File: src/rtl/gamepad_pkg.sv
// Shared constants for the gamepad receiver: frame length, SNES bit positions and frame FSM states.
package gamepad_pkg;
  localparam int NUM_BITS_DEF = 12;

  // Bit positions in the held frame; the first bit shifted in ends up in the MSB.
  localparam int BTN_B     = 11;
  localparam int BTN_Y     = 10;
  localparam int BTN_SEL   = 9;
  localparam int BTN_START = 8;
  localparam int BTN_UP    = 7;
  localparam int BTN_DOWN  = 6;
  localparam int BTN_LEFT  = 5;
  localparam int BTN_RIGHT = 4;
  localparam int BTN_A     = 3;
  localparam int BTN_X     = 2;
  localparam int BTN_L     = 1;
  localparam int BTN_R     = 0;

  typedef enum logic [1:0] {
    ST_IDLE    = 2'd0,
    ST_LATCHED = 2'd1,
    ST_SHIFT   = 2'd2
  } frame_state_e;
endpackage

File: src/rtl/gamepad_receiver_pmod_sync.sv
// Synchroniser chain for one PMOD input, with rise/fall strobes taken from the synchronised level.
module pmod_sync #(
  parameter int SYNC_STAGES = 2
) (
  input  logic clk,
  input  logic reset,
  input  logic din,
  output logic level,
  output logic rise,
  output logic fall
);
  logic [SYNC_STAGES-1:0] chain;
  logic                   prev;

  always_ff @(posedge clk or posedge reset) begin
    if (reset) begin
      chain <= '0;
      prev  <= 1'b0;
    end else begin
      chain <= {chain[SYNC_STAGES-2:0], din};
      prev  <= chain[SYNC_STAGES-1];
    end
  end

  assign level = chain[SYNC_STAGES-1];
  assign rise  = level & ~prev;
  assign fall  = ~level & prev;
endmodule

File: src/rtl/gamepad_receiver.sv
// Gamepad PMOD deserialiser: validates frames and presents button levels updated once per frame_tick.
// Optional GAMEPAD_ONEHOT_DIR_EN: resolve directions to one-hot with priority up > down > left > right.
module gamepad_receiver
  import gamepad_pkg::*;
#(
  parameter int NUM_BITS    = NUM_BITS_DEF,
  parameter int SYNC_STAGES = 2
) (
  input  logic clk,
  input  logic reset,
  input  logic pmod_latch,
  input  logic pmod_clk,
  input  logic pmod_data,
  input  logic frame_tick,
  output logic A,
  output logic B,
  output logic select,
  output logic start,
  output logic up,
  output logic down,
  output logic left,
  output logic right,
  output logic pressed_ab,
  output logic present,
  output logic frame_error
);
  localparam int CW = $clog2(NUM_BITS + 2);

  logic latch_level, latch_rise, latch_fall;
  logic sclk_level, sclk_rise, sclk_fall;
  logic data_level, data_rise, data_fall;

  pmod_sync #(.SYNC_STAGES(SYNC_STAGES)) u_sync_latch (
    .clk(clk), .reset(reset), .din(pmod_latch),
    .level(latch_level), .rise(latch_rise), .fall(latch_fall));
  pmod_sync #(.SYNC_STAGES(SYNC_STAGES)) u_sync_clk (
    .clk(clk), .reset(reset), .din(pmod_clk),
    .level(sclk_level), .rise(sclk_rise), .fall(sclk_fall));
  pmod_sync #(.SYNC_STAGES(SYNC_STAGES)) u_sync_data (
    .clk(clk), .reset(reset), .din(pmod_data),
    .level(data_level), .rise(data_rise), .fall(data_fall));

  frame_state_e         state, state_nxt;
  logic [NUM_BITS-1:0]  shift_reg, hold_reg;
  logic [CW-1:0]        bit_cnt;
  logic                 hold_valid;
  logic                 shift_en, commit, drop;

  // A bit clock arriving with the latch rise belongs to no frame.
  assign shift_en = sclk_rise & ~latch_rise;

  always_ff @(posedge clk or posedge reset) begin
    if (reset) state <= ST_IDLE;
    else       state <= state_nxt;
  end

  always_comb begin
    state_nxt = state;
    commit    = 1'b0;
    drop      = 1'b0;
    case (state)
      ST_IDLE:    if (latch_rise) state_nxt = ST_LATCHED;
      ST_LATCHED, ST_SHIFT: begin
        if (latch_fall) begin
          state_nxt = ST_IDLE;
          commit    = (bit_cnt == CW'(NUM_BITS));
          drop      = (bit_cnt != CW'(NUM_BITS));
        end else if (latch_rise) begin
          state_nxt = ST_LATCHED;
        end else if (shift_en) begin
          state_nxt = ST_SHIFT;
        end
      end
      default:    state_nxt = ST_IDLE;
    endcase
  end

  always_ff @(posedge clk or posedge reset) begin
    if (reset) begin
      shift_reg   <= '0;
      bit_cnt     <= '0;
      hold_reg    <= '0;
      hold_valid  <= 1'b0;
      frame_error <= 1'b0;
    end else begin
      if (shift_en) shift_reg <= {shift_reg[NUM_BITS-2:0], data_level};
      if (latch_rise)
        bit_cnt <= '0;
      else if (shift_en && bit_cnt != CW'(NUM_BITS + 1))
        bit_cnt <= bit_cnt + 1'b1;
      if (commit) begin
        hold_reg   <= shift_reg;
        hold_valid <= 1'b1;
      end
      if (drop) frame_error <= 1'b1;
    end
  end

  // All-ones is what an unplugged pad reads back (pull-ups on the data line).
  logic vis, ab_nxt, up_nxt, down_nxt, left_nxt, right_nxt;
  assign vis    = hold_valid & ~(&hold_reg);
  assign ab_nxt = vis & (hold_reg[BTN_A] | hold_reg[BTN_B]);

`ifdef GAMEPAD_ONEHOT_DIR_EN
  assign up_nxt    = vis & hold_reg[BTN_UP];
  assign down_nxt  = vis & hold_reg[BTN_DOWN] & ~hold_reg[BTN_UP];
  assign left_nxt  = vis & hold_reg[BTN_LEFT] & ~hold_reg[BTN_UP] & ~hold_reg[BTN_DOWN];
  assign right_nxt = vis & hold_reg[BTN_RIGHT] & ~hold_reg[BTN_UP] & ~hold_reg[BTN_DOWN]
                   & ~hold_reg[BTN_LEFT];
`else
  assign up_nxt    = vis & hold_reg[BTN_UP];
  assign down_nxt  = vis & hold_reg[BTN_DOWN];
  assign left_nxt  = vis & hold_reg[BTN_LEFT];
  assign right_nxt = vis & hold_reg[BTN_RIGHT];
`endif

  always_ff @(posedge clk or posedge reset) begin
    if (reset) begin
      {A, B, select, start, up, down, left, right} <= '0;
      pressed_ab <= 1'b0;
      present    <= 1'b0;
    end else begin
      pressed_ab <= frame_tick & ab_nxt & ~(A | B);
      if (frame_tick) begin
        A       <= vis & hold_reg[BTN_A];
        B       <= vis & hold_reg[BTN_B];
        select  <= vis & hold_reg[BTN_SEL];
        start   <= vis & hold_reg[BTN_START];
        up      <= up_nxt;
        down    <= down_nxt;
        left    <= left_nxt;
        right   <= right_nxt;
        present <= vis;
      end
    end
  end

  logic unused_ok;
  assign unused_ok = ^{sclk_level, sclk_fall, data_rise, data_fall, latch_level,
                       hold_reg[BTN_Y], hold_reg[BTN_X], hold_reg[BTN_L], hold_reg[BTN_R]};
endmodule

File: config.mk
export PLATFORM = sky130hd
export DESIGN_NAME = gamepad_receiver
export DESIGN_NICKNAME = d
export VERILOG_FILES = /design/src/rtl/gamepad_pkg.sv /design/src/rtl/gamepad_receiver_pmod_sync.sv /design/src/rtl/gamepad_receiver.sv
export SDC_FILE = /design/constraint.sdc
export NUM_CORES = 1
export LEC_CHECK = 0
export ABC_AREA = 1
export CAP_MARGIN = 40
export CORE_MARGIN = 5
export CORE_UTILIZATION = 51
export CTS_CLUSTER_SIZE = 25
export DETAILED_ROUTE_END_ITERATION = 12
export PLACE_DENSITY_LB_ADDON = 0.05
export SETUP_SLACK_MARGIN = 0.5
export SYNTH_ARGS = -nofsm -noshare
export SYNTH_HDL_FRONTEND = slang
export SYNTH_SLANG_ARGS = --single-unit
File: constraint.sdc
create_clock -name clk -period 1.34 [get_ports clk]
set_input_delay 0.201 -clock clk [delete_from_list [all_inputs] [get_ports clk]]
set_output_delay 0.201 -clock clk [all_outputs]
set_load 0.005 [all_outputs]
# Word level (Yosys, flattened, before mapping)
# Index checks and enable logic that the tools add are counted.
# op_classes
addsub	1
n_eq_ne	7
mux	11
n_bitwise	24
n_reduce_logical	6
# ops
op	count
AND 1 bit	16
!= test 4 bit (second input constant)	3
AND reduction 12 bit	1
two-way mux 2 bit	4
two-way mux 4 bit	2
inverter 1 bit	6
adder 4 x 1 -> 4 bit (second input constant)	1
== test 4 bit (second input constant)	1
two-way mux 1 bit	4
one-hot mux 2 bit (2 select lines)	1
== test 2 x 1 -> 1 bit (second input constant)	1
== test 2 bit (second input constant)	1
logical NOT 2 bit	1
!= test 2 bit (second input constant)	1
bitwise OR 1 bit	2
AND reduction 2 bit	1
nonzero test 2 bit	1
OR reduction 2 bit	1
logical AND 1 bit	1
# totals
reg_bits	50
inputBits	6
output_inout_bits	11
elab_cells	70

# Depth between registers and ports, before layout
# Gate-level depths: netlist of run 1.
# depth
word_depth	8
mapped_depth	8
mapped_depth_nobuf	8

# Hierarchy
# From an unflattened synthesis of run 1, not the netlist that was laid out.
# hier_totals
cells_unflattened	225
area_unflattened_um2	2153.3
# modules_own_cells
mod	instances	cells_each	area_per_inst_um2	seq_area_each_um2
gamepad_receiver	1	201	1871.8	1051.0
pmod_sync	3	8	93.8	75.1

# Least setup slack after synthesis of run 1
# OpenSTA, ideal clock, no wires.
# synth_path
path_kind	register -> register
startpoint	register state[0]
endpoint	register hold_reg[3]
setup_time_ps	120
t_arrival_ps	1193
required_time_ps	1220
path_slack_ps	28
path_stages_with_launch	7
path_buffers	1
synth_period_minus_slack_ps	1312
path_cell_list	dfrtp_1 inv_1 ha_1 nand2_1 nor2_4 buf_6 a21oi_2
# synth_via
elab_chain_len	3
word_cells_on_any_way	4
classes_between	2 x eq/ne; 1 x mux; 1 x reduce/logical
# synth_lines
element	line_no	text
start: declaration	gamepad_receiver.sv:43	frame_state_e state, state_nxt;
start signal: assignment	gamepad_receiver.sv:54	else state <= state_nxt;
== test 2 x 1 -> 1 bit / == test 2 bit (equally long branches)	gamepad_receiver.sv:61	case (state)
OR reduction 2 bit *	gamepad_receiver.sv:61	
two-way mux 1 bit *	gamepad_receiver.sv:61	
end signal: assignment	gamepad_receiver.sv:92	hold_reg <= shift_reg;
end: declaration	gamepad_receiver.sv:44	logic [NUM_BITS-1:0] shift_reg, hold_reg;
# Every way passes the cells marked *; elsewhere a longest branch is shown, timed or not.
# A chain may end at the register's enable or synchronous reset.

# Worst setup path in the final report of run 1
# layout_path
startpoint	register u_sync_latch.chain[1]
endpoint	register shift_reg[6]
# layout_via
elab_chain_len	3
# layout_lines
element	line_no	text
start: declaration	gamepad_receiver_pmod_sync.sv:12	logic [SYNC_STAGES-1:0] chain;
start signal: assignment	gamepad_receiver_pmod_sync.sv:20	chain <= {chain[SYNC_STAGES-2:0], din};
AND 1 bit	gamepad_receiver_pmod_sync.sv:26	assign rise = level & ~prev;
inverter 1 bit	gamepad_receiver.sv:50	assign shift_en = sclk_rise & ~latch_rise;
AND 1 bit	gamepad_receiver.sv:50	
end signal: assignment	gamepad_receiver.sv:86	if (shift_en) shift_reg <= {shift_reg[NUM_BITS-2:0], data_level};
end: declaration	gamepad_receiver.sv:44	
# No other way between the ends.

==> flow_summary.yaml, run 1 <==
cells_and_area:
  fin_area_sq_um: 2947
  diodes: 0
  area_delta_synth_final_pct: 41.27
  num-fill-cells: 279
  final_layout_size_suffix_gt1_frac: 0.4571
  layout.nets: 292
routing:
  drt-initial-drc-count: 82
  ant_nets: 0
  vias_per_cell: 5.079
  drc: 0
  vias: 1676
  drt-pass1-iter-count: 4
  finalWirelength_microns: 4665
  wl_per_cell_microns: 14.14
clock_tree:
  cts_tree: "built"
  cts_buffers: 5
  clockBufferDepth: 2
  h-tree-depth: 2
  path_clk_slew_ps: 90
  insertion_delay_ps: 300
  cts_sinks: 50
  root_buffer: "clkbuf_8"
floorplan:
  core_sq_um: 3971
  die_area_sq_um: 5469
  ioPinCount: 17
  die_y_microns: 73.95
  start_util: 0.5252
  die_w_microns: 73.95
  rows: 23
place:
  gp_congestion: 0.8234
  place_hpwl_microns: 2940
  post-place-ws_ps: 8.546
  port_buffers: 16
  dpl_cell_area_sq_um: 2451
sta:
  rsz0062_at_grt: "true"
  finalCritPeriodShare: 0.9914
  finalHoldViolations: 0
  period_minus_slack_ps: 1328
  final_max_slew_viol_count: 0
  slew_headroom: 0.8069
  worstMarginPinSlew_ps: 289.1
  setup_slack_ps: 11.55
  setup_tns_ps: 0
  clock_skew_ps: 5.901
  setup_viol: 0
  max_freq_ghz: 0.7528
global_routing:
  grt_pass1_wl_microns: 7845
  grt-ovfl-total: 0
  grt_pass1_vias: 1733
  antenna_found_initial: 0
  grt_max_degree: 30
  grtUsageTotal: 0.1914
synth:
  synth-seq-cells: 50
  netlist_area_sq_um: 2086
  ys_types: 22
  synth_top_cells_by_count: "66 x nand2_1, 50 x dfrtp_1, 22 x inv_1, 18 x nor2_1"
  yosysTopAreaCell: "dfrtp_1"
  synthCells: 218
  syn_nets: 231
  syn_area_per_cell_sq_um: 9.568
  synth.area.top_cells: "dfrtp_1 60%, nand2_1 12%, ha_1 4.2%"
  synth_edf_count: 0
  ys.flop_type: "dfrtp_1"
  ys_seq_area_frac: 0.5999
  ys_warn_count: 0
  async_reset_ff_frac: 1.000
  yosysMostFrequentCell: "nand2_1"
  synth_top_area_share: 0.5999
setup_path:
  path_class: "register to register"
  worstPathCellList: "ha_4 -> inv_4 -> nand3_4 -> buf_6 -> buf_6 -> nand2_1 -> o21ai_1"
  crit_path_frequent_cell: "buf_6"
  start_kind: "register"
  required_ps: 1520
  critPathArrivalTime_ps: 1510
  cp-end-kind: "register"
  path_buf_inv: 3
  cp_slowest_stage_delay_ps: 430
  crit_fanout: 6
  cp_slowest_cell: "dfrtp_1"
  path_delay_family: "flip-flops"
status:
  outcome: "completed"
power:
  ir_drop_v: 0.001011
  power_density_nw_per_um2: 1181
  p_leak_nw: 1.438
  p_total_mw: 3.480
hold_path:
  hold_path_class: "input pin to asynchronous set/reset pin"
job:
  max-cap-violations: 0
[worst reg2reg max path, stage by stage (launching register included)]
cell     delay [ps]
dfrtp_1         430
ha_4            190
inv_4            60
nand3_4         140
buf_6           160
buf_6           120
nand2_1          50
o21ai_1          70
[cells in the final DEF, fill, tap and decap left out, drive strengths merged]
cell type      count
xor2               1
o21ai             14
clkinv             3
clkinvlp           2
ha                 7
nand2             66
nand3             14
clkbuf             6
clkdlybuf4s50      5
a21oi             12
nand4              2
buf               52
a31o               1
nor2              21
dfrtp             50
o21bai             1
or2                1
inv               22
[report_power, final]
| group | internal, mW | total, mW | switching [mW] |
|---|---|---|---|
| logic | 0.378 | 0.833 | 0.455 |
| registers | 1.64 | 1.73 | 0.0925 |
| clock network | 0.416 | 0.916 | 0.500 |
| total | 2.43 | 3.48 | 1.05 |
[path summary, 6_finish.rpt]
path                                        from                   end  slack (ps)  depth (start not counted)
setup / recovery           u_sync_latch.chain[1]          shift_reg[6]          10                          7
hold / removal                             reset              state[1]         200                          2
setup reg to reg           u_sync_latch.chain[1]          shift_reg[6]          10                          7
hold reg to reg             u_sync_data.chain[0]  u_sync_data.chain[1]         350                          0
max in group asynchronous                  reset          shift_reg[8]         710                          3
min in group clk                       pmod_data  u_sync_data.chain[0]         330                          1
[per-stage QoR]
stage                     utilization  instances  hold WS [ps]
after global placement         0.6172        287         334.0
after floorplan                     -        218         232.4
final                          0.7420        330         203.9
after global routing           0.7420        330         212.1
after CTS                      0.7010        317         203.2
after detailed placement       0.6172        287         334.7
[per-layer routing]
metal	routed length, microns	vias up	part of all wire	GRT usage
met2	2518	41	0.54	0.3307
met3	195	8	0.042	0.05405
met1	1850	817	0.40	0.2276
met5	0	-	0	0
li1	-	810	-	-
met4	101	0	0.022	0.07042
[final cells by class]
cell class                 count  area (sq um)  share of cell area
clock buffer                   6         82.58             0.02803
clock inverter                 2         12.51            0.004246
inverter                      25         101.3             0.03439
multi-input combinational    140         968.4              0.3287
sequential                    50          1251              0.4246
tap                           50         62.56             0.02123
timing repair buffer          57         467.9              0.1588
[cell families (layout without fill, tap and decap cells)]
family                   Yosys count  after routing  share of synthesized area
AO/OA/AOI/OAI                     28             28                    0.08459
XOR/XNOR                           1              1                   0.004200
adder cells (fa/ha/maj)            7              7                    0.04199
buffers and inverters             29             90                    0.06059
flip-flops                        50             50                     0.5999
AND/OR/NAND/NOR                  103            104                     0.2088
[repair_timing]
action,in CTS,in global routing
gates resized for setup,74,23
endpoints found under the setup margin,53,53
setup buffers,19,13
gates cloned,3,0
pin swaps,10,9
hold buffers,0,0
(Power assumes the default switching activity.)
==> run 2, diff against run 1 <==
--- a/config.mk
+++ b/config.mk
@@ -6,6 +6,7 @@
 export NUM_CORES = 1
 export LEC_CHECK = 0
 export ABC_AREA = 1
+export ABC_CLOCK_PERIOD_IN_PS = 1340
 export CAP_MARGIN = 40
 export CORE_MARGIN = 5
 export CORE_UTILIZATION = 51
==> results of run 2 <==
Final layout, timing and power as in run 1 (identical DEF).
==> run 3, diff against run 2 <==
--- a/config.mk
+++ b/config.mk
@@ -10,10 +10,13 @@
 export CAP_MARGIN = 40
 export CORE_MARGIN = 5
 export CORE_UTILIZATION = 51
+export CTS_CLUSTER_DIAMETER = 30
 export CTS_CLUSTER_SIZE = 25
 export DETAILED_ROUTE_END_ITERATION = 12
 export PLACE_DENSITY_LB_ADDON = 0.05
 export SETUP_SLACK_MARGIN = 0.5
+export SLEW_MARGIN = 20
 export SYNTH_ARGS = -nofsm -noshare
 export SYNTH_HDL_FRONTEND = slang
+export SYNTH_HIERARCHICAL = 1
 export SYNTH_SLANG_ARGS = --single-unit
==> flow_summary.yaml, run 3 <==
status:
  outcome: "finished, violations left"
  violations: "setup timing"
routing:
  vias_per_cell: 5.199
  drc: 0
  wl_per_cell_microns: 16.21
  drt-initial-drc-count: 89
  ant_nets: 0
  drt-pass1-iter-count: 4
  vias: 1752
  finalWirelength_microns: 5462
sta:
  worstMarginPinSlew_ps: 282.2
  worst_hold_slack_ps: 160.6
  slew_headroom: 0.8119
  setup_viol: 1
  finalCritPeriodShare: 1.004
  setup_tns_ps: -4.969
  period_minus_slack_ps: 1345
  rsz0062_at_grt: "true"
  final_max_slew_viol_count: 0
  setup_slack_ps: -4.969
  finalHoldViolations: 0
  clock_skew_ps: 10.11
  max_freq_ghz: 0.7435
setup_path:
  required_ps: 1560
  critPathArrivalTime_ps: 1570
  path_class: "register to register"
  worst-r2r-cell-count: 7
  cp-end-kind: "register"
  start_kind: "register"
  crit_fanout: 7
global_routing:
  grt_max_degree: 36
  grt_pass1_vias: 1784
  grt_pass1_wl_microns: 8673
  antenna_found_initial: 0
  grt-ovfl-total: 0
  grtUsageTotal: 0.2100
clock_tree:
  clockBufferDepth: 2
  cts_sinks: 50
  cts_buffers: 5
  h-tree-depth: 2
  cts_tree: "built"
  root_buffer: "clkbuf_8"
  path_clk_slew_ps: 90
  insertion_delay_ps: 310
place:
  post-place-ws_ps: 2.258
  dpl_cell_area_sq_um: 2434
  place_hpwl_microns: 2689
  port_buffers: 16
  dp.cells: 289
  gp_congestion: 0.7383
floorplan:
  start_util: 0.5264
  die_y_microns: 74.26
  die_w_microns: 74.26
  core_sq_um: 4000
  ioPinCount: 17
  rows: 23
  die_area_sq_um: 5514
power:
  p_total_mw: 3.914
  ir_drop_v: 0.0008949
  p_leak_nw: 1.611
  power_density_nw_per_um2: 1230
hold_path:
  hold_path_class: "input pin to asynchronous set/reset pin"
cells_and_area:
  layout.nets: 297
  area_delta_synth_final_pct: 51.10
  diodes: 0
  mostFrequentLayoutCells: "50 x dfrtp_1, 34 x nand2_1, 34 x buf_4"
  fin_cells: 337
  final_layout_size_suffix_gt1_frac: 0.5401
  fin_area_sq_um: 3182
  final_util: 0.7954
  final_common_cell: "dfrtp_1"
synth:
  ys_warn_count: 6
  syn_nets: 229
  syn_area_per_cell_sq_um: 9.659
  netlist_area_sq_um: 2106
  synthCells: 218
job:
  max-cap-violations: 0
## run 3: report_power, final
part           switching, mW  internal, mW
logic                  0.447         0.394
registers              0.127          1.65
clock network          0.504         0.796
## run 3: repair_timing
action	CTS	global route
setup endpoints to repair	53	53
hold buffers	0	0
resized for setup	98	33
cloned	4	0
buffers inserted	26	10
pin swaps	11	14
## run 3: path summary, 6_finish.rpt
path,start,end,slack (ps)
max in group asynchronous,reset,down,670
min in group clk,pmod_latch,u_sync_latch/chain[0],330
min reg2reg,u_sync_clk/chain[0],u_sync_clk/chain[1],360
max reg2reg,state[1],hold_reg[6],-5
max,state[1],hold_reg[6],-5
min,reset,u_sync_data/chain[0],160
## run 3: area by class of cell
class | instances | area, sq um
sequential | 50 | 1251
multi-input combinational | 134 | 994.7
fill | 233 | 818.3
timing repair buffer | 64 | 596.8
inverter | 31 | 133.9
clock buffer | 6 | 82.58
tap | 50 | 62.56
clock inverter | 2 | 60.06
## run 3: critical path: stages, from the launching register on
cell     delay (ps)
dfrtp_1         370
inv_2            60
ha_4            290
nand2_4          70
nor2_8          140
buf_8           160
nor2_4           50
a21oi_2         130
## run 3: metal layers
| layer | vias up | track usage | wire length [microns] |
|---|---|---|---|
| li1 | 826 | - | - |
| met5 | - | 0 | 0 |
| met2 | 38 | 0.3681 | 2790 |
| met3 | 13 | 0.03784 | 199 |
| met1 | 875 | 0.2590 | 2317 |
| met4 | 0 | 0.07905 | 155 |
